==> src/rtl/as2650_mem_pkg.sv <==
// Shared types and the arbitration helper for the AS2650 external SRAM arbiter.
// The arbitration helper also covers round-robin mode; as2650_mem_arbiter selects it with AS2650_ARB_ROUNDROBIN_EN.
package as2650_mem_pkg;

  localparam int WAIT_MAX = 7;
  localparam int CNT_W    = 3;

  typedef enum logic [1:0] {IDLE, SETUP, ACCESS, DONE} state_e;
  typedef enum logic {GNT_CPU, GNT_WB} grant_e;

  // Contention goes to whoever was not served last when rr_en is set, otherwise the CPU wins.
  function automatic grant_e pick_grant(input logic   cpu_req,
                                        input logic   wb_req,
                                        input logic   rr_en,
                                        input grant_e last_grant);
    if (cpu_req && wb_req && rr_en)
      return (last_grant == GNT_CPU) ? GNT_WB : GNT_CPU;
    return cpu_req ? GNT_CPU : GNT_WB;
  endfunction

endpackage

==> src/rtl/as2650_mem_arbiter.sv <==
// Shares one asynchronous SRAM port between the AS2650 CPU bus and the Caravel Wishbone slave.
// Each access runs IDLE -> SETUP -> ACCESS x (WAIT_STATES+1) -> DONE.
// Define AS2650_ARB_ROUNDROBIN_EN to alternate grants under contention; the default gives the CPU fixed priority.
module as2650_mem_arbiter
  import as2650_mem_pkg::*;
#(
  parameter int ADDR_W      = 15,
  parameter int WAIT_STATES = 1
) (
  input  logic              wb_clk_i,
  input  logic              wb_rst_i,
  input  logic              cpu_req,
  input  logic              cpu_we,
  input  logic [ADDR_W-1:0] cpu_addr,
  input  logic [7:0]        cpu_wdata,
  output logic [7:0]        cpu_rdata,
  output logic              cpu_ack,
  input  logic              wbs_cyc_i,
  input  logic              wbs_stb_i,
  input  logic              wbs_we_i,
  input  logic [3:0]        wbs_sel_i,
  input  logic [31:0]       wbs_adr_i,
  input  logic [31:0]       wbs_dat_i,
  output logic [31:0]       wbs_dat_o,
  output logic              wbs_ack_o,
  output logic [ADDR_W-1:0] mem_addr,
  output logic [7:0]        mem_wdata,
  input  logic [7:0]        mem_rdata,
  output logic              mem_ce_n,
  output logic              mem_oe_n,
  output logic              mem_we_n,
  output logic              mem_data_oeb
);

  generate
    if (WAIT_STATES < 0 || WAIT_STATES > WAIT_MAX) begin : g_bad_wait_states
      $error("as2650_mem_arbiter: WAIT_STATES must be within 0..7");
    end
  endgenerate

  state_e             state;
  grant_e             gnt;
  grant_e             next_gnt;
  logic               wb_req;
  logic               lat_we;
  logic               lat_be;
  logic [CNT_W-1:0]   wait_cnt;
  logic [7:0]         cpu_rd_q;
  logic [7:0]         wb_rd_q;
  logic               win_we;
  logic               win_be;
  logic [ADDR_W-1:0]  win_addr;
  logic [7:0]         win_wdata;

  // Only the low byte lane and the SRAM-sized part of the address exist on this port.
  wire unused_wb_bits = ^{wbs_sel_i[3:1], wbs_adr_i[31:ADDR_W], wbs_dat_i[31:8]};

  assign wb_req = wbs_cyc_i & wbs_stb_i;

`ifdef AS2650_ARB_ROUNDROBIN_EN
  grant_e last_grant;

  assign next_gnt = pick_grant(cpu_req, wb_req, 1'b1, last_grant);

  always_ff @(posedge wb_clk_i) begin
    if (wb_rst_i)
      last_grant <= GNT_WB;
    else if (state == IDLE && (cpu_req || wb_req))
      last_grant <= next_gnt;
  end
`else
  assign next_gnt = pick_grant(cpu_req, wb_req, 1'b0, GNT_WB);
`endif

  always_comb begin
    win_we    = wbs_we_i;
    win_be    = wbs_sel_i[0];
    win_addr  = wbs_adr_i[ADDR_W-1:0];
    win_wdata = wbs_dat_i[7:0];
    if (next_gnt == GNT_CPU) begin
      win_we    = cpu_we;
      win_be    = 1'b1;
      win_addr  = cpu_addr;
      win_wdata = cpu_wdata;
    end
  end

  assign cpu_rdata = cpu_rd_q;
  assign wbs_dat_o = {24'h0, wb_rd_q};

  // NOTE: all state and pad strobes update with <= so every branch sees the pre-edge values.
  always_ff @(posedge wb_clk_i) begin
    if (wb_rst_i) begin
      state        <= IDLE;
      gnt          <= GNT_WB;
      lat_we       <= 1'b0;
      lat_be       <= 1'b0;
      wait_cnt     <= '0;
      mem_addr     <= '0;
      mem_wdata    <= '0;
      mem_ce_n     <= 1'b1;
      mem_oe_n     <= 1'b1;
      mem_we_n     <= 1'b1;
      mem_data_oeb <= 1'b1;
      cpu_ack      <= 1'b0;
      wbs_ack_o    <= 1'b0;
      cpu_rd_q     <= '0;
      wb_rd_q      <= '0;
    end else begin
      cpu_ack   <= 1'b0;
      wbs_ack_o <= 1'b0;
      unique case (state)
        IDLE: begin
          mem_ce_n     <= 1'b1;
          mem_oe_n     <= 1'b1;
          mem_we_n     <= 1'b1;
          mem_data_oeb <= 1'b1;
          if (cpu_req || wb_req) begin
            gnt          <= next_gnt;
            lat_we       <= win_we;
            lat_be       <= win_be;
            mem_addr     <= win_addr;
            if (win_we)
              mem_wdata  <= win_wdata;
            mem_ce_n     <= 1'b0;
            mem_oe_n     <= win_we;
            mem_data_oeb <= ~win_we;
            state        <= SETUP;
          end
        end
        SETUP: begin
          wait_cnt <= CNT_W'(WAIT_STATES);
          // A Wishbone write with byte lane 0 disabled still runs the cycle, but never strobes the SRAM.
          mem_we_n <= ~(lat_we & lat_be);
          state    <= ACCESS;
        end
        ACCESS: begin
          if (wait_cnt == '0) begin
            mem_we_n <= 1'b1;
            mem_oe_n <= 1'b1;
            state    <= DONE;
            if (gnt == GNT_CPU) begin
              cpu_ack <= 1'b1;
              if (!lat_we)
                cpu_rd_q <= mem_rdata;
            end else begin
              wbs_ack_o <= 1'b1;
              if (!lat_we)
                wb_rd_q <= mem_rdata;
            end
          end else begin
            wait_cnt <= wait_cnt - 1'b1;
          end
        end
        DONE: begin
          // Chip enable is released one cycle after the write strobe for address hold.
          mem_ce_n     <= 1'b1;
          mem_data_oeb <= 1'b1;
          state        <= IDLE;
        end
      endcase
    end
  end

endmodule

==> config.mk <==
export PLATFORM = sky130hd
export DESIGN_NAME = as2650_mem_arbiter
export DESIGN_NICKNAME = d
export VERILOG_FILES = /design/src/rtl/as2650_mem_pkg.sv /design/src/rtl/as2650_mem_arbiter.sv
export SDC_FILE = /design/constraint.sdc
export NUM_CORES = 1
export LEC_CHECK = 0
export CORE_ASPECT_RATIO = 0.7
export CORE_MARGIN = 2
export CORE_UTILIZATION = 33
export CTS_BUF_LIST = sky130_fd_sc_hd__clkbuf_2 sky130_fd_sc_hd__clkbuf_4 sky130_fd_sc_hd__clkbuf_8
export CTS_CLUSTER_SIZE = 8
export DETAILED_ROUTE_END_ITERATION = 10
export HOLD_SLACK_MARGIN = 0.06
export PLACE_DENSITY = 0.79
export SLEW_MARGIN = 10
export SYNTH_ARGS = -nofsm -noshare
export SYNTH_HDL_FRONTEND = slang
export SYNTH_SLANG_ARGS = --single-unit
==> constraint.sdc <==
create_clock -name wb_clk_i -period 1.6 [get_ports wb_clk_i]
set_clock_uncertainty 0.05 [all_clocks]
set_input_delay 0.32 -clock wb_clk_i [delete_from_list [all_inputs] [get_ports wb_clk_i]]
set_output_delay 0.32 -clock wb_clk_i [all_outputs]
set_load 0.02 [all_outputs]
==> flow_summary.html, run 1 <==
<table>
<tr><th>Metric</th><th>Value</th></tr>
<tr><th colspan="2">Place</th></tr>
<tr><td>Gp weighted congestion</td><td>0.740</td></tr>
<tr><td>Post-Place Worst Slack</td><td>-0.222 ns</td></tr>
<tr><td>Dpl cell area</td><td>about 3700 um^2</td></tr>
<tr><td>Number of placed cells counting well taps</td><td>481</td></tr>
<tr><td>Count of input and output buffers</td><td>between 100 and 150</td></tr>
<tr><td>HPWL reported at the end of detailed placement</td><td>4.60 mm</td></tr>
<tr><th colspan="2">Synthesis</th></tr>
<tr><td>Top cell type's share of synthesized area</td><td>a little over two fifths</td></tr>
<tr><td>Number of different library cells in the post-synthesis netlist</td><td>38</td></tr>
<tr><td>Ys Warns</td><td>0</td></tr>
<tr><td>Most common library cells after synthesis</td><td>sky130_fd_sc_hd__dfxtp_1, sky130_fd_sc_hd__nand2_1, sky130_fd_sc_hd__nor2_1, sky130_fd_sc_hd__buf_4, sky130_fd_sc_hd__mux2i_1</td></tr>
<tr><td>Flip-flop and latch count after synthesis</td><td>53</td></tr>
<tr><td>Main flop type after synthesis</td><td>sky130_fd_sc_hd__dfxtp_1</td></tr>
<tr><td>Post-synthesis cell area</td><td>around 2500 um^2</td></tr>
<tr><td>Sequential share of the synthesized area</td><td>42.0%</td></tr>
<tr><td>Synthesized instance count</td><td>278</td></tr>
<tr><td>Share of flip-flops with an asynchronous set or reset</td><td>0%</td></tr>
<tr><td>Most numerous cell in the Yosys netlist</td><td>sky130_fd_sc_hd__dfxtp_1</td></tr>
<tr><td>Count of flip-flops with a built-in enable after synthesis</td><td>0</td></tr>
<tr><td>Average footprint of a synthesized cell</td><td>roughly 9.1 um^2</td></tr>
<tr><td>Biggest area consumer among synthesized cells</td><td>sky130_fd_sc_hd__dfxtp_1</td></tr>
<tr><td>Dominant cells by area after synthesis</td><td>sky130_fd_sc_hd__dfxtp_1, sky130_fd_sc_hd__mux2i_1, sky130_fd_sc_hd__buf_4</td></tr>
<tr><th colspan="2">Power</th></tr>
<tr><td>Max VDD drop</td><td>between 0.0005 and 0.0006 V</td></tr>
<tr><td>Combinational share of power</td><td>between 40% and 50%</td></tr>
<tr><td>P_leak</td><td>between 1.5 and 2 nW</td></tr>
<tr><td>Overall power consumption</td><td>roughly 5.0 mW</td></tr>
<tr><td>Seq pwr share</td><td>between 30% and 40%</td></tr>
<tr><td>Ratio of total power to cell area</td><td>~1300 nW/um^2</td></tr>
<tr><td>Net switching power</td><td>between 1.5 and 2 mW</td></tr>
<tr><td>Switching power share of the total</td><td>36.6%</td></tr>
<tr><td>Clock network fraction of total power</td><td>18.1%</td></tr>
<tr><td>Internal Dissipation</td><td>3.18 mW</td></tr>
<tr><th colspan="2">Final layout</th></tr>
<tr><td>Number of standard cells in the layout, taps in and fillers out</td><td>between 400 and 500</td></tr>
<tr><td>Final standard cell utilization of the core</td><td>between 50% and 60%</td></tr>
<tr><td>Final nets</td><td>around 500</td></tr>
<tr><td>Layout cell share with drive strength beyond 1</td><td>between 10% and 20%</td></tr>
<tr><td>Area growth from synthesis to layout</td><td>48.9%</td></tr>
<tr><td>Area of all placed cells without fillers</td><td>3760 um^2</td></tr>
<tr><td>Number of filler cells placed in the layout</td><td>between 700 and 800</td></tr>
<tr><td>Antenna diodes</td><td>0</td></tr>
<tr><th colspan="2">Global routing</th></tr>
<tr><td>Global routing usage summed across all routing layers</td><td>14.6%</td></tr>
<tr><td>Antenna violations before repair</td><td>0</td></tr>
<tr><td>Global-route wire length before repair</td><td>approximately 10 mm</td></tr>
<tr><td>Met1 demand-to-capacity share in global routing</td><td>17.1%</td></tr>
<tr><td>Number of global-route vias before repair</td><td>about 2200</td></tr>
<tr><td>Pin count of the biggest net entering global routing</td><td>32</td></tr>
<tr><td>Met3 Resource Use GR</td><td>~4.7%</td></tr>
<tr><td>GRT met2 Usage</td><td>26.1%</td></tr>
<tr><td>Total overflow reported by the global router</td><td>0</td></tr>
<tr><td>Layer carrying the most global-route usage</td><td>met2</td></tr>
<tr><th colspan="2">Floorplan</th></tr>
<tr><td>Core ar.</td><td>approximately 7400 um^2</td></tr>
<tr><td>Chip Height</td><td>between 70 and 80 um</td></tr>
<tr><td>Area enclosed by the die boundary</td><td>between 8000 and 9000 um^2</td></tr>
<tr><td>Initial core utilization</td><td>approximately a third</td></tr>
<tr><td>Width of the chip</td><td>approximately 110 um</td></tr>
<tr><td>Row count</td><td>26</td></tr>
<tr><td>Ports</td><td>between 150 and 200</td></tr>
<tr><th colspan="2">Detailed routing</th></tr>
<tr><td>Detailed-routing iteration count for the pre-antenna-repair pass</td><td>5</td></tr>
<tr><td>Per-cell via count in the routed design</td><td>4.47</td></tr>
<tr><td>Routed length per instance</td><td>12.3 um</td></tr>
<tr><td>Overall routed net length</td><td>between 6 and 7 mm</td></tr>
<tr><td>Post-route antenna net violation count</td><td>0</td></tr>
<tr><td>Count of vias placed by the detailed router</td><td>2185</td></tr>
<tr><td>Post-route DRC violation count</td><td>0</td></tr>
<tr><td>Number of DRC markers in iteration 0</td><td>63</td></tr>
<tr><th colspan="2">Clock network</th></tr>
<tr><td>Post-CTS Setup Bufs</td><td>0</td></tr>
<tr><td>Number of buffers created by CTS</td><td>5</td></tr>
<tr><td>Insertion delay of the later-clocked pin in the worst-skew pair</td><td>around 0.3 ns</td></tr>
<tr><td>CTS HTree Levels</td><td>2</td></tr>
<tr><td>CTS Root Cell</td><td>sky130_fd_sc_hd__clkbuf_8</td></tr>
<tr><td>TritonCTS clock tree</td><td>yes</td></tr>
<tr><td>Clock buffer depth</td><td>2</td></tr>
<tr><td>Clock transition at the registers of the reported paths</td><td>roughly 0.09 ns</td></tr>
<tr><td>Clk sinks</td><td>53</td></tr>
<tr><th colspan="2">Setup path</th></tr>
<tr><td>Required time of the critical path</td><td>around 1.8 ns</td></tr>
<tr><td>Startpoint kind of the worst setup timing path</td><td>input pin</td></tr>
<tr><td>Largest fanout of any net on the critical path</td><td>14</td></tr>
<tr><td>WP data arrival</td><td>~1.7 ns</td></tr>
<tr><td>CP Class</td><td>input pin to register</td></tr>
<tr><td>Crit end category</td><td>register</td></tr>
<tr><th colspan="2">Min path</th></tr>
<tr><td>Class of the worst hold path</td><td>input pin to register</td></tr>
<tr><th colspan="2">Timing</th></tr>
<tr><td>Count of pins over their slew limit</td><td>0</td></tr>
<tr><td>FMAX</td><td>between 0.6 and 0.7 GHz</td></tr>
<tr><td>Fin crit period</td><td>~1.5 ns</td></tr>
<tr><td>Hold violation total from the final report</td><td>0</td></tr>
<tr><td>Final worst path period share</td><td>~96%</td></tr>
<tr><td>RSZ-0062 raised after global routing</td><td>yes</td></tr>
<tr><td>Crit path setup slack, layout</td><td>0.0682 ns</td></tr>
<tr><td>Final setup fails</td><td>0</td></tr>
<tr><th colspan="2">Job</th></tr>
<tr><td>Number of maximum-capacitance violations</td><td>0</td></tr>
<tr><th colspan="2">Run status</th></tr>
<tr><td>Result of the run</td><td>completed</td></tr>
</table>
cells in the final DEF (no fill, tap or decap), types with 5 or more instances in the layout:
cell type / Yosys / layout
sky130_fd_sc_hd__conb_1: 1 / 24
sky130_fd_sc_hd__dlygate4sd2_1: 0 / 45
sky130_fd_sc_hd__buf_4: 27 / 13
sky130_fd_sc_hd__a211oi_1: 23 / 22
sky130_fd_sc_hd__a21oi_1: 18 / 18
sky130_fd_sc_hd__inv_1: 5 / 5
sky130_fd_sc_hd__clkbuf_8: 0 / 5
sky130_fd_sc_hd__nor2_1: 32 / 32
sky130_fd_sc_hd__mux2i_1: 25 / 25
sky130_fd_sc_hd__nand2_1: 36 / 35
sky130_fd_sc_hd__nor3_1: 6 / 6
sky130_fd_sc_hd__dfxtp_1: 53 / 51
sky130_fd_sc_hd__clkdlybuf4s50_1: 0 / 58
through the flow:
stage / hold slack, ns / TNS, ns
after floorplan: 0.361 / 0
after global placement: 0.373 / -3.99
after detailed placement: 0.399 / -5.20
after CTS: 0.299 / -0.00514
after global routing: 0.322 / -0.122
final: 0.297 / 0
flip-flops by register name, indices dropped and copies added, names as in the netlist, 2 cells and up:
signal,flops
cpu_rdata,8
mem_addr,15
mem_wdata,8
state,2
wait_cnt,3
wb_rd_q,8
timing repair:
action                                  CTS  global route
pin swaps                                 0             1
gates resized for setup                  48             9
endpoints found under the setup margin   54            39
hold buffers                              0             0
critical path, stage by stage:
cell	delay (ns)
sky130_fd_sc_hd__clkdlybuf4s50_1	0.57
sky130_fd_sc_hd__nand4b_4	0.13
sky130_fd_sc_hd__a21boi_4	0.21
sky130_fd_sc_hd__buf_12	0.15
sky130_fd_sc_hd__nor2_1	0.04
sky130_fd_sc_hd__a211oi_1	0.25
power by group through the flow:
stage / Sequential [mW] / Combinational [mW] / Clock (mW)
global route: 1.83 / 2.56 / 0.996
global placement: 1.80 / 2.36 / 0
CTS: 1.79 / 2.28 / 0.944
floorplan: 2.09 / 1.14 / 0
detailed placement: 1.82 / 2.40 / 0
finish: 1.79 / 2.32 / 0.909
path summary, 6_finish.rpt:
check / from / to / slack, ns / cells after the start
setup / recovery: wbs_stb_i / mem_wdata[5]$_SDFFE_PP0P_ / 0.07 / 6
hold / removal: wb_rst_i / lat_we$_SDFFE_PP0P_ / 0.30 / 2
setup reg to reg: state[0]$_SDFFE_PP0P_ / cpu_rdata[2]$_SDFFE_PP0P_ / 0.08 / 6
hold reg to reg: wait_cnt[0]$_SDFFE_PP0P_ / wait_cnt[0]$_SDFFE_PP0P_ / 0.40 / 1
layout make-up:
type | instances | area [um^2] | area share [%]
repair buffers | 122 | 1150 | 30.7
multi-input cells | 203 | 1290 | 34.2
well taps | 98 | 123 | 3.26
clock buffers | 6 | 76.3 | 2.03
flip-flops and latches | 53 | 1060 | 28.3
clock inverters | 2 | 38.8 | 1.03
inverters | 5 | 18.8 | 0.499
cell families (layout without fill, tap and decap cells):
| group | after synthesis | after routing | synth area share (%) |
|---|---|---|---|
| muxes | 25 | 25 | 9.90 |
| DFF | 53 | 53 | 42.0 |
| buffers and inverters | 45 | 135 | 11.8 |
| and+or+nand+nor | 94 | 94 | 18.2 |
| AOI/OAI and AO/OA | 54 | 54 | 15.1 |
| adders and majority gates | 6 | 6 | 2.97 |
| other | 1 | 24 | 0.148 |
layer usage:
layer / routed length, um / part of all wire (%) / up-vias
met2: 2990 / 50 / 51
li1: - / - / 1130
met4: 27 / 0.45 / 0
met1: 2620 / 44 / 1002
met5: 0 / 0 / -
met3: 366 / 6.1 / 2
No activity file was read; power rests on OpenSTA's default activity.
==> run 2: changes to the inputs <==
CTS_CLUSTER_SIZE = 40   (was 8)
==> results of run 2 <==
No change in the layout: final DEF, timing and power equal those of run 1.
==> run 3: changes to the inputs <==
CORE_UTILIZATION = 36   (was 33)
PLACE_DENSITY = 0.82   (was 0.79)
SETUP_SLACK_MARGIN = 0.1   (was default)
clock period = 1.59 ns   (was 1.6 ns; I/O delays follow)
==> run 3 against run 2 <==
Clock-buffer cell count stayed put. Utilization up 5.5 points. Combinational power grew 7%. Non-clock buffer count is 1 higher. First-iteration DRC count grew 7.9%. Power rose by 4.5%. Worst setup slack better by 0.060 ns. Die area down 8.0%. Via count is 1.8% higher. Sequential power increased by 2%. Critical endpoint is now wb_rd_q[6]$_SDFFE_PP0P_.
==> flow_summary.html, run 3 (synthesized netlist as in run 1, its figures left out) <==
<table>
<tr><th>Metric</th><th>Value</th></tr>
<tr><th colspan="2">Run status</th></tr>
<tr><td>Result of the run</td><td>completed</td></tr>
<tr><th colspan="2">Clock network</th></tr>
<tr><td>Clk sinks</td><td>53 (unchanged)</td></tr>
<tr><td>TritonCTS clock tree</td><td>yes</td></tr>
<tr><td>Hold-fix buffers, CTS</td><td>0 (unchanged)</td></tr>
<tr><td>CTS Root Cell</td><td>sky130_fd_sc_hd__clkbuf_8</td></tr>
<tr><td>Clock transition at the registers of the reported paths</td><td>0.10 ns (about the same)</td></tr>
<tr><td>Insertion delay of the later-clocked pin in the worst-skew pair</td><td>0.30 ns (about the same)</td></tr>
<tr><td>Clock buffer depth</td><td>2 (unchanged)</td></tr>
<tr><td>Number of buffers created by CTS</td><td>5 (unchanged)</td></tr>
<tr><td>CTS HTree Levels</td><td>2 (unchanged)</td></tr>
<tr><th colspan="2">Setup path</th></tr>
<tr><td>Startpoint kind of the worst setup timing path</td><td>register</td></tr>
<tr><td>Required time of the critical path</td><td>1.72 ns (-0.03 ns)</td></tr>
<tr><td>Slack of the worst reg-to-reg path</td><td>0.13 ns (+0.05 ns)</td></tr>
<tr><td>Largest fanout of any net on the critical path</td><td>8 (-6)</td></tr>
<tr><td>Maximum cell stage delay along the critical path</td><td>0.45 ns (-0.12 ns)</td></tr>
<tr><td>Worst reg2reg startpoint</td><td>state[0]$_SDFFE_PP0P_</td></tr>
<tr><td>Cells traversed along the worst timing path</td><td>inv_4 -&gt; ha_4 -&gt; nand3b_4 -&gt; or3b_4 -&gt; nand2_1 -&gt; a21oi_1</td></tr>
<tr><td>Crit path max-delay cell type</td><td>sky130_fd_sc_hd__or3b_4</td></tr>
<tr><td>Reg2reg path depth</td><td>6 (unchanged)</td></tr>
<tr><td>Critical Path Source</td><td>state[0]$_SDFFE_PP0P_</td></tr>
<tr><td>R2R Path End</td><td>wb_rd_q[6]$_SDFFE_PP0P_</td></tr>
<tr><td>CP Class</td><td>register to register</td></tr>
<tr><td>WP data arrival</td><td>1.59 ns (-0.09 ns)</td></tr>
<tr><td>Crit end category</td><td>register</td></tr>
<tr><th colspan="2">Place</th></tr>
<tr><td>Post-Place Worst Slack</td><td>-0.221 ns (+0.000926 ns)</td></tr>
<tr><td>Dpl cell area</td><td>3660 um^2 (-0.20%)</td></tr>
<tr><td>Gp weighted congestion</td><td>0.755 (+2.0%)</td></tr>
<tr><td>Count of input and output buffers</td><td>106 (unchanged)</td></tr>
<tr><td>HPWL reported at the end of detailed placement</td><td>4.80 mm (+4.3%)</td></tr>
<tr><th colspan="2">Final layout</th></tr>
<tr><td>Number of filler cells placed in the layout</td><td>643 (-14%)</td></tr>
<tr><td>Area taken by flip-flops and latches</td><td>1070 um^2 (+0.24%)</td></tr>
<tr><td>Final nets</td><td>503 (+0.20%)</td></tr>
<tr><td>Area growth from synthesis to layout</td><td>52.3%</td></tr>
<tr><td>Largest Register</td><td>mem_addr</td></tr>
<tr><td>Area of all placed cells without fillers</td><td>3850 um^2 (+2.3%)</td></tr>
<tr><td>Commonest cells after routing, fill and taps aside</td><td>sky130_fd_sc_hd__clkdlybuf4s50_1, sky130_fd_sc_hd__dfxtp_1, sky130_fd_sc_hd__dlygate4sd2_1</td></tr>
<tr><td>Antenna diodes</td><td>0 (unchanged)</td></tr>
<tr><td>Most common cell after layout, fill and taps aside</td><td>sky130_fd_sc_hd__clkdlybuf4s50_1</td></tr>
<tr><td>Area of the multi-input gates</td><td>1350 um^2 (+5.0%)</td></tr>
<tr><td>Number of flip-flops in the largest register</td><td>15 (unchanged)</td></tr>
<tr><td>Layout cell share with drive strength beyond 1</td><td>14.8% (+3.5 points)</td></tr>
<tr><th colspan="2">Detailed routing</th></tr>
<tr><td>Per-cell via count in the routed design</td><td>4.58 (+2.4%)</td></tr>
<tr><td>Detailed-routing iteration count for the pre-antenna-repair pass</td><td>4 (-1)</td></tr>
<tr><td>Post-route antenna net violation count</td><td>0 (unchanged)</td></tr>
<tr><td>Count of vias placed by the detailed router</td><td>2224 (+1.8%)</td></tr>
<tr><td>Routed length per instance</td><td>12.9 um (+5.2%)</td></tr>
<tr><td>Overall routed net length</td><td>6.28 mm (+4.5%)</td></tr>
<tr><td>Post-route DRC violation count</td><td>0 (unchanged)</td></tr>
<tr><td>Number of DRC markers in iteration 0</td><td>68 (+7.9%)</td></tr>
<tr><th colspan="2">Min path</th></tr>
<tr><td>Class of the worst hold path</td><td>input pin to register</td></tr>
<tr><td>Hold path start</td><td>cpu_req</td></tr>
<tr><td>Endpoint, Worst Hold</td><td>gnt$_SDFFE_PP1P_</td></tr>
<tr><td>Number of cells traversed by the worst hold path</td><td>3 (+1)</td></tr>
<tr><th colspan="2">Timing</th></tr>
<tr><td>Crit path setup slack, layout</td><td>0.128 ns (+0.0595 ns)</td></tr>
<tr><td>Final setup fails</td><td>0 (unchanged)</td></tr>
<tr><td>Count of pins over their slew limit</td><td>0 (unchanged)</td></tr>
<tr><td>RSZ-0062 raised after global routing</td><td>yes</td></tr>
<tr><td>Final worst path period share</td><td>between 90% and 100%</td></tr>
<tr><td>FMAX</td><td>slightly below 0.7 GHz</td></tr>
<tr><td>Hold violation total from the final report</td><td>0 (unchanged)</td></tr>
<tr><td>Fin crit period</td><td>1.46 ns</td></tr>
<tr><th colspan="2">Floorplan</th></tr>
<tr><td>Area enclosed by the die boundary</td><td>7720 um^2 (-8.0%)</td></tr>
<tr><td>Row count</td><td>25 (-3.8%)</td></tr>
<tr><td>Initial core utilization</td><td>37.2% (+2.9 points)</td></tr>
<tr><td>Core ar.</td><td>6790 um^2 (-7.7%)</td></tr>
<tr><td>Chip Height</td><td>74.1 um (-4.0%)</td></tr>
<tr><td>Ports</td><td>175 (unchanged)</td></tr>
<tr><td>Width of the chip</td><td>104 um (-4.1%)</td></tr>
<tr><th colspan="2">Global routing</th></tr>
<tr><td>Antenna violations before repair</td><td>0 (unchanged)</td></tr>
<tr><td>Global-route wire length before repair</td><td>10.2 mm (+2.1%)</td></tr>
<tr><td>Pin count of the biggest net entering global routing</td><td>32 (unchanged)</td></tr>
<tr><td>Global routing usage summed across all routing layers</td><td>16.2% (+1.6 points)</td></tr>
<tr><td>Number of global-route vias before repair</td><td>2127 (-2.3%)</td></tr>
<tr><td>Total overflow reported by the global router</td><td>0 (unchanged)</td></tr>
<tr><th colspan="2">Power</th></tr>
<tr><td>Max VDD drop</td><td>0.000563 V (-1.9%)</td></tr>
<tr><td>Ratio of total power to cell area</td><td>1360 nW/um^2 (+2.2%)</td></tr>
<tr><td>P_leak</td><td>1.72 nW (+1.8%)</td></tr>
<tr><th colspan="2">Job</th></tr>
<tr><td>Number of maximum-capacitance violations</td><td>0 (unchanged)</td></tr>
</table>
## run 3: power by group
part           internal (mW)  switching (mW)
Sequential              1.64           0.186
Combinational           1.18            1.31
Clock                  0.490           0.434
## run 3: what timing repair did
action,CTS,global route
gates resized for setup,55,19
buffers inserted,2,3
pin swaps,1,12
setup endpoints to repair,79,32
## run 3: how the worst max path moves through the flow
stage | to | slack, ns | cells after the start
after global routing | wb_rd_q[7]$_SDFFE_PP0P_ | 0.04 | 8
after floorplan | wb_rd_q[0]$_SDFFE_PP0P_ | 0.1 | 8
after CTS | wb_rd_q[2]$_SDFFE_PP0P_ | 0.1 | 8
after detailed placement | mem_addr[2]$_SDFFE_PP0P_ | -0.22 | 6
final | wb_rd_q[6]$_SDFFE_PP0P_ | 0.13 | 6
after global placement | gnt$_SDFFE_PP1P_ | -0.21 | 5
## run 3: critical path: cells and delay by family, from the launching register on
family                     cells  cell delay (ns)
adders and majority gates      1             0.16
and+or+nand+nor                3             0.64
buffers and inverters          1             0.07
AOI/OAI and AO/OA              1             0.06
DFF                            1             0.37
## run 3: routing by layer
metal	vias up	wire, um	GRT usage, %
li1	1129	-	-
met1	1036	2810	20.5
met2	57	3110	28.2
met3	2	339	4.47
met4	0	24	3.60
met5	-	0	0
## run 3: area by class of cell
type / instances / area share [%]
multi-input cells: 203 / 35.2
clock buffers: 6 / 1.98
well taps: 94 / 3.05
flip-flops and latches: 53 / 27.7
inverters: 5 / 0.552
repair buffers: 123 / 30.5
clock inverters: 2 / 1.01
## run 3: stage by stage
| step | std cells | hold slack (ns) | total power [mW] | setup TNS (ns) | util (%) |
|---|---|---|---|---|---|
| global placement | 473 | 0.373 | 4.17 | -4.37 | 53.9 |
| finish | 486 | 0.373 | 5.24 | 0 | 56.7 |
| floorplan | 301 | 0.361 | 3.30 | 0 | - |
| detailed placement | 473 | 0.396 | 4.24 | -5.16 | 53.9 |
| global route | 486 | 0.380 | 5.59 | 0 | 56.7 |
| CTS | 483 | 0.360 | 5.11 | 0 | 55.4 |
